## config.mk

```make
export PLATFORM = sky130hd
export DESIGN_NAME = fifo_rd_stream_flat
export DESIGN_NICKNAME = d
export VERILOG_FILES = /design/src/rtl/fifo_rd_stream_if.sv /design/src/rtl/fifo_rd_stream.sv /design/src/flat_wrapper.sv
export SDC_FILE = /design/constraint.sdc
export NUM_CORES = 1
export LEC_CHECK = 0
export ABC_AREA = 1
export CAP_MARGIN = 20
export CORE_MARGIN = 2
export CORE_UTILIZATION = 25
export DETAILED_ROUTE_END_ITERATION = 8
export DONT_BUFFER_PORTS = 1
export SYNTH_ARGS = -nofsm -noshare
export SYNTH_HDL_FRONTEND = slang
export SYNTH_SLANG_ARGS = --single-unit
export TNS_END_PERCENT = 20
```

## constraint.sdc

```tcl
create_clock -name CLK -period 4.07 [get_ports CLK]
set_input_delay 0.814 -clock CLK [delete_from_list [all_inputs] [get_ports CLK]]
set_output_delay 0.814 -clock CLK [all_outputs]
set_load 0.1 [all_outputs]
```

## src/rtl/fifo_rd_stream_if.sv

```systemverilog
// Groups the FIFO read-port signals and the outgoing packet stream of the drain stage.
// Latency: none; this is wiring only.
// Backpressure: m_ready from the stream consumer; the FIFO side is throttled through fifo_en.
interface fifo_rd_stream_if #(
    parameter int WIDTH = 32
);
    // FIFO read port
    logic             fifo_empty;
    logic [WIDTH-1:0] fifo_data;
    logic             fifo_en;
    // outgoing stream
    logic [WIDTH-1:0] m_data;
    logic             m_valid;
    logic             m_last;
    logic             m_ready;
    // status
    logic [15:0]      pkt_count;

    // The drain stage: reads the FIFO and sources the stream.
    modport master (
        input  fifo_empty,
        input  fifo_data,
        input  m_ready,
        output fifo_en,
        output m_data,
        output m_valid,
        output m_last,
        output pkt_count
    );

    // The surroundings: FIFO read port plus stream sink.
    modport slave (
        output fifo_empty,
        output fifo_data,
        output m_ready,
        input  fifo_en,
        input  m_data,
        input  m_valid,
        input  m_last,
        input  pkt_count
    );
endinterface

```

## src/rtl/fifo_rd_stream.sv

```systemverilog
// Drains an async FIFO read port into a framed valid/ready stream with a packet counter.
// Latency: 2 cycles from fifo_en sampled high to m_valid; 1 word/cycle sustained.
// Backpressure: up to 3 words buffered; fifo_en drops once buffered + in-flight words reach 3.
module fifo_rd_stream #(
    parameter int WIDTH   = 32,
    parameter int PKT_LEN = 16
) (
    input  logic              CLK,
    input  logic              RST,
    fifo_rd_stream_if.master  bus
);

    // Buffer storage and bookkeeping.  The buffer has three slots because a
    // read issued while two words are already held still needs somewhere to
    // land one cycle later, and fifo_en must not look at m_ready.
    logic [WIDTH-1:0] mem_q [3];
    logic [WIDTH-1:0] mem_d [3];
    logic [1:0]       rd_ptr_q, rd_ptr_d;
    logic [1:0]       wr_ptr_q, wr_ptr_d;
    logic [1:0]       occ_q, occ_d;
    logic             inflight_q, inflight_d;
    logic [15:0]      beat_q, beat_d;
    logic [15:0]      pkt_count_q, pkt_count_d;

    logic             hs;
    logic             beat_last;
    logic [2:0]       committed;

    // Pointers walk 0,1,2,0,...
    function automatic logic [1:0] ptr_inc(input logic [1:0] p);
        return (p == 2'd2) ? 2'd0 : p + 2'd1;
    endfunction

    // Words held plus the word still travelling out of the FIFO; a new read is
    // only allowed while this leaves a free slot for its capture.
    assign committed  = {1'b0, occ_q} + {2'b00, inflight_q};

    assign bus.fifo_en   = !RST && !bus.fifo_empty && (committed < 3'd3);
    assign bus.m_valid   = (occ_q != 2'd0);
    assign bus.m_data    = mem_q[rd_ptr_q];
    assign beat_last     = (beat_q == 16'(PKT_LEN - 1));
    assign bus.m_last    = bus.m_valid && beat_last;
    assign bus.pkt_count = pkt_count_q;

    assign hs         = bus.m_valid && bus.m_ready;
    assign inflight_d = bus.fifo_en;

    // Next-state: capture the returning FIFO word, retire accepted words, frame packets.
    always_comb begin
        mem_d       = mem_q;
        wr_ptr_d    = wr_ptr_q;
        rd_ptr_d    = rd_ptr_q;
        beat_d      = beat_q;
        pkt_count_d = pkt_count_q;

        if (inflight_q) begin
            mem_d[wr_ptr_q] = bus.fifo_data;
            wr_ptr_d        = ptr_inc(wr_ptr_q);
        end

        if (hs) begin
            rd_ptr_d = ptr_inc(rd_ptr_q);
            if (beat_last) begin
                beat_d      = 16'd0;
                pkt_count_d = pkt_count_q + 16'd1;
            end else begin
                beat_d = beat_q + 16'd1;
            end
        end

        // Capture and accept in the same cycle cancel out; the fifo_en
        // throttle keeps this within 0..3.
        occ_d = occ_q + {1'b0, inflight_q} - {1'b0, hs};
    end

    // State registers; reset drops any word still in flight from the FIFO.
    always_ff @(posedge CLK or posedge RST) begin
        if (RST) begin
            mem_q       <= '{default: '0};
            rd_ptr_q    <= 2'd0;
            wr_ptr_q    <= 2'd0;
            occ_q       <= 2'd0;
            inflight_q  <= 1'b0;
            beat_q      <= 16'd0;
            pkt_count_q <= 16'd0;
        end else begin
            mem_q       <= mem_d;
            rd_ptr_q    <= rd_ptr_d;
            wr_ptr_q    <= wr_ptr_d;
            occ_q       <= occ_d;
            inflight_q  <= inflight_d;
            beat_q      <= beat_d;
            pkt_count_q <= pkt_count_d;
        end
    end

endmodule
```

## src/flat_wrapper.sv

```systemverilog
// flat-port wrapper written by rule: the top's interface ports become plain ports
module fifo_rd_stream_flat 
#(
    parameter int WIDTH   = 32,
    parameter int PKT_LEN = 16
)
  (CLK, RST, bus_fifo_empty, bus_fifo_data, bus_m_ready, bus_fifo_en, bus_m_data, bus_m_valid, bus_m_last, bus_pkt_count);
  fifo_rd_stream_if #(.WIDTH(WIDTH)) bus_i ();
  input  logic CLK;
  input  logic RST;
  input wire logic [$bits(bus_i.fifo_empty)-1:0] bus_fifo_empty;
  input wire logic [$bits(bus_i.fifo_data)-1:0] bus_fifo_data;
  input wire logic [$bits(bus_i.m_ready)-1:0] bus_m_ready;
  output wire logic [$bits(bus_i.fifo_en)-1:0] bus_fifo_en;
  output wire logic [$bits(bus_i.m_data)-1:0] bus_m_data;
  output wire logic [$bits(bus_i.m_valid)-1:0] bus_m_valid;
  output wire logic [$bits(bus_i.m_last)-1:0] bus_m_last;
  output wire logic [$bits(bus_i.pkt_count)-1:0] bus_pkt_count;
  assign bus_i.fifo_empty = bus_fifo_empty;
  assign bus_i.fifo_data = bus_fifo_data;
  assign bus_i.m_ready = bus_m_ready;
  assign bus_fifo_en = bus_i.fifo_en;
  assign bus_m_data = bus_i.m_data;
  assign bus_m_valid = bus_i.m_valid;
  assign bus_m_last = bus_i.m_last;
  assign bus_pkt_count = bus_i.pkt_count;
  fifo_rd_stream #(.WIDTH(WIDTH), .PKT_LEN(PKT_LEN)) u_core (.CLK(CLK), .RST(RST), .bus(bus_i));
endmodule
```

### Word level (Yosys, flattened, before mapping)

Index checks and enable logic that the tools add are counted.

* register bits: 135
* bits in latches: 0
* RAM bits: 0
* bits in read-only memories: 0
* input bits: 36
* output and inout port bits: 51
* logic and storage cells: 43
* memories kept: 0

* add/subtract/negate cells: 7
* multipliers: 0
* divide/modulo/power cells: 0
* order comparisons: 4
* equal/unequal tests: 3
* shift-type cells: 0
* mux-type cells: 9
* bitwise logic cells: 2
* reductions and logical operators: 9

Operators by type and width (number)
* bitwise mux 96 bit: 1
* two-way mux 32 bit: 3
* binary-select mux 32 bit (select 2 bit): 1
* demux 32 bit (select 2 bit): 1
* adder 16 x 1 -> 16 bit (second input constant): 2
* == test 16 x 4 -> 1 bit (second input constant): 1
* two-way mux 16 bit: 1
* greater-or-equal comparator 3 bit (second input constant): 2
* NOT 2 -> 3 bit: 2
* logical AND 1 bit: 5
* adder 2 x 1 -> 2 bit (second input constant): 2
* == test 2 bit (second input constant): 2
* two-way mux 2 bit: 2
* adder 2 x 1 -> 3 bit: 1
* less-than comparator 3 x 1 -> 1 bit (second input constant): 1
* less-than comparator 3 x 2 -> 1 bit (second input constant): 1
* adder 2 x 1 -> 2 bit: 1
* logical NOT 1 bit: 2
* AND reduction 2 bit: 1
* nonzero test 2 bit: 1
* subtractor 2 x 1 -> 2 bit: 1

### Longest topological paths before layout

* depth after elaboration: 6
* gate-level depth with buffers: 9
* mapped depth without buffers: 9

### Worst setup path after synthesis

OpenSTA, ideal clock, no wires.

* path type: register to output
* start point: register u_core.inflight_q
* end point: output port bus_fifo_en
* arrival: 5700 ps
* data required time: 3256 ps
* slack: -2444 ps
* stages on the path, launching flop included: 4
* buffers on the path: 0
* path through: dfrtp_1 -> ha_1 -> ha_1 -> a2111oi_0

* longest elaborated chain between the ends: 3

Ends and longest elaborated chain
* from (decl): RTL line fifo_rd_stream.sv:21 `logic inflight_q, inflight_d;`
* from (signal assigned): RTL line fifo_rd_stream.sv:91 `inflight_q <= inflight_d;`
* adder 2 x 1 -> 3 bit: RTL line fifo_rd_stream.sv:36 `assign committed = {1'b0, occ_q} + {2'b00, inflight_q};`
* less-than comparator 3 x 2 -> 1 bit: RTL line fifo_rd_stream.sv:38 `assign bus.fifo_en = !RST && !bus.fifo_empty && (committed < 3'd3);`
* logical AND 1 bit: RTL line fifo_rd_stream.sv:38
* to (decl): RTL line flat_wrapper.sv:14 `output wire logic [$bits(bus_i.fifo_en)-1:0] bus_fifo_en;`

No other way between the ends.

### Final worst setup path

* start point: register u_core.rd_ptr_q[0]
* end point: output port bus_m_data[16]

* longest elaborated chain between the ends: 4

Ends and longest elaborated chain
* from (decl): RTL line fifo_rd_stream.sv:18 `logic [1:0] rd_ptr_q, rd_ptr_d;`
* from (signal assigned): RTL line fifo_rd_stream.sv:88 `rd_ptr_q <= rd_ptr_d;`
* NOT 2 -> 3 bit (not written as such): RTL line fifo_rd_stream.sv:40 `assign bus.m_data = mem_q[rd_ptr_q];`
* binary-select mux 32 bit (select 2 bit): RTL line fifo_rd_stream.sv:40
* two-way mux 32 bit (not written as such) (2 in a row): RTL line fifo_rd_stream.sv:40
* to (decl): RTL line flat_wrapper.sv:15 `output wire logic [$bits(bus_i.m_data)-1:0] bus_m_data;`

No other way between the ends. The select of a mux whose other input is x is not followed.

==> flow_summary.yaml <==
run_status:
  run_status: "completed"
final_layout:
  drive_above_1_share_pct: 11.47
  fill_cells: 2597
  n_antenna_cell: 0
  fin_nets: 858
  syn_to_final_growth_pct: 27.79
  fin_util_pct: 32.60
sta:
  rsz0062_at_grt: "no"
  min_period_over_period_pct: 75.93
  fmax_ghz: 0.3236
  tns_ns: 0
  hold_viol: 0
  slew-limit-headroom_pct: 29.60
  finalSetupViolCount: 0
  min_period_ns: 3.090
  clock_skew_ns: 0.008126
  slew_violations: 0
  worst_pin_slew_ns: 1.056
worst_hold_path:
  hp-class: "input port to async pin"
critical_path:
  required_ns: 3.26
  critical_path_buf_inv_count: 3
  endpoint_kind: "primary output"
  worst_ep_arrival_time_ns: 2.28
  cpMaxStageDelayCell: "dfrtp_1"
  crit_path_max_fanout: 34
  slowest_delay_ns: 0.40
  path_cells: "inv_2 -> or2_1 -> buf_4 -> o211ai_1 -> clkbuf_16"
  startpoint_type: "flip-flop"
  cp_top_family: "buffers and inverters"
  critical_path_class: "flip-flop to primary output"
floorplanning:
  dieArea_mm2: 0.02707
  initial_utilization_pct: 25.51
  ios: 87
  rows: 58
  core_region_area_mm2: 0.02525
  die_w_um: 164.5
  die_y_um: 164.5
clocking:
  cts_sinks: 135
  clk_pin_slew_ns: 0.06
  post_cts_resized: 0
  cts_root_buffer: "clkbuf_16"
  cts-hold-fix-buffers: 0
  clk_latency_ns: 0.42
  cts_buffers: 17
  cts_tree: "yes"
  postCtsSetupBuffers: 0
  clockBufferDepth: 2
  htreeDepth: 4
route:
  viasPerCell: 4.364
  routed.top_layer: "met4"
  routedWlPerCell_um: 13.14
  routed-wl-met2_um: 7147
  route.met3.wl_um: 896
  routed_wl_um: 15220
  first_iter_violations: 320
  via_count: 5053
  final_antenna_net_count: 0
  drc: 0
  drt-met1-wl_um: 7004
  drt-pass1-iter-count: 5
yosys:
  yosys.area.top_type_share_pct: 52.44
  yosysWarnings: 0
  ys_seq_elements: 135
  synth.largest_area_cell: "dfrtp_1"
  synth.avg_cell_area_um2: 8.165
  synth_nets: 831
  ys_types: 30
  synthesis.area_mm2: 0.006442
  netlist_instances: 789
  ys_top_cells_by_area: "dfrtp_1 52%, nand2_1 14%, o21ai_0 8.1%"
  yosysSeqAreaShare_pct: 52.44
placement:
  gp_congestion: 0.7965
  hpwl_um: 10190
  io_buffer_count: 0
global_routing:
  track_usage_pct: 11.95
  antenna_found_initial: 0
  grt_overflow: 0
  grt_max_degree: 69
  first_global_vias: 4943
  grt_pass1_wl_um: 25500
flow_run:
  drv_cap: 0
-- sequential cells by signal (all words and copies together), names as in the netlist --
| register | cells |
|---|---|
| u_core.bus.pkt_count | 16 |
| u_core.inflight_q | 1 |
| u_core.rd_ptr_q | 2 |
| u_core.beat_q | 16 |
| u_core.wr_ptr_q | 2 |
| u_core.occ_q | 2 |
| u_core.mem_q | 96 |
-- path summary, 6_finish.rpt --
path / start / end / slack, ns / cells past startpoint
worst max-delay path: u_core.rd_ptr_q[0]$_DFFE_PP0P_ / bus_m_data[16] / 0.98 / 5
worst min-delay path: RST / u_core.mem_q[58]$_DFFE_PP0P_ / 0.33 / 1
worst max register to register: u_core.bus.pkt_count[0]$_DFFE_PP0P_ / u_core.bus.pkt_count[8]$_DFFE_PP0P_ / 1.78 / 8
worst min register to register: u_core.mem_q[43]$_DFFE_PP0P_ / u_core.mem_q[43]$_DFFE_PP0P_ / 0.48 / 2
max in group asynchronous: RST / u_core.mem_q[72]$_DFFE_PP0P_ / 2.78 / 2
min in group CLK: RST / u_core.inflight_q$_DFF_PP0_ / 0.48 / 1
-- cells in the mapped netlist --
cell / n
nand2_1: 234
dfrtp_1: 135
o21ai_0: 104
inv_1: 101
nand3_1: 53
nor2_1: 37
o211ai_1: 31
clkbuf_1: 20
buf_2: 9
xnor2_1: 9
nand4_1: 8
ha_1: 6
buf_6: 5
nor3_1: 5
nand3_2: 4
nor2_2: 4
xor2_1: 4
o21ai_1: 3
buf_4: 2
nand2_2: 2
nand3b_1: 2
nor2_4: 2
o21bai_1: 2
a2111oi_0: 1
a21oi_1: 1
clkinv_2: 1
inv_2: 1
o211ai_2: 1
o21a_1: 1
or2_1: 1
-- kinds of logic (layout without fill, tap and decap cells) --
family / Yosys count / in the layout / synth area share [%]
flops: 135 / 135 / 52.44
simple gates: 352 / 352 / 22.96
compound gates: 144 / 144 / 12.68
buf+inv: 139 / 178 / 8.992
xor+xnor: 13 / 13 / 1.767
fa+ha+maj: 6 / 6 / 1.165
-- layout by cell type, fill, tap and decap left out, drive strengths merged --
cell	netlist	layout
buf	16	18
nor3	5	5
o21a	1	1
xnor2	9	9
a21oi	1	1
nand3	57	57
clkinv	1	7
a2111oi	1	1
clkinvlp	0	3
dfrtp	135	135
o21ai	107	107
ha	6	6
nor2	43	43
inv	102	101
bufinv	0	3
nand4	8	8
o211ai	32	32
xor2	4	4
nand2	236	236
o21bai	2	2
or2	1	1
nand3b	2	2
clkbuf	20	46
-- through the flow --
step | cells | hold WS [ns] | setup slack (ns) | cell area [um2]
finish | 1158 | 0.3253 | 0.9797 | 8233
global route | 1158 | 0.3490 | 0.8727 | 8233
CTS | 1158 | 0.3293 | 0.9400 | 8233
detailed placement | 1127 | 0.4729 | 1.393 | 7626
global placement | 1127 | 0.4664 | 1.446 | 7626
floorplan | 789 | 0.4530 | 0.3317 | 6452
-- area by class of cell --
cell class / instances / area (um2) / area share (%)
flip-flops and latches: 135 / 3378 / 41.03
multi-input cells: 515 / 2525 / 30.67
repair buffers: 44 / 918.4 / 11.16
clock buffers: 20 / 456.7 / 5.547
well taps: 330 / 412.9 / 5.015
inverters: 103 / 391.6 / 4.757
clock inverters: 11 / 150.1 / 1.824
-- per-layer routing --
metal	up-vias	GRT usage (%)
li1	2574	-
met1	2355	15.06
met2	108	19.55
met3	16	3.817
met4	0	3.636
met5	-	0
Power is not shown: default switching activity piles up to over one toggle a cycle in this logic, so the estimate is an artifact.
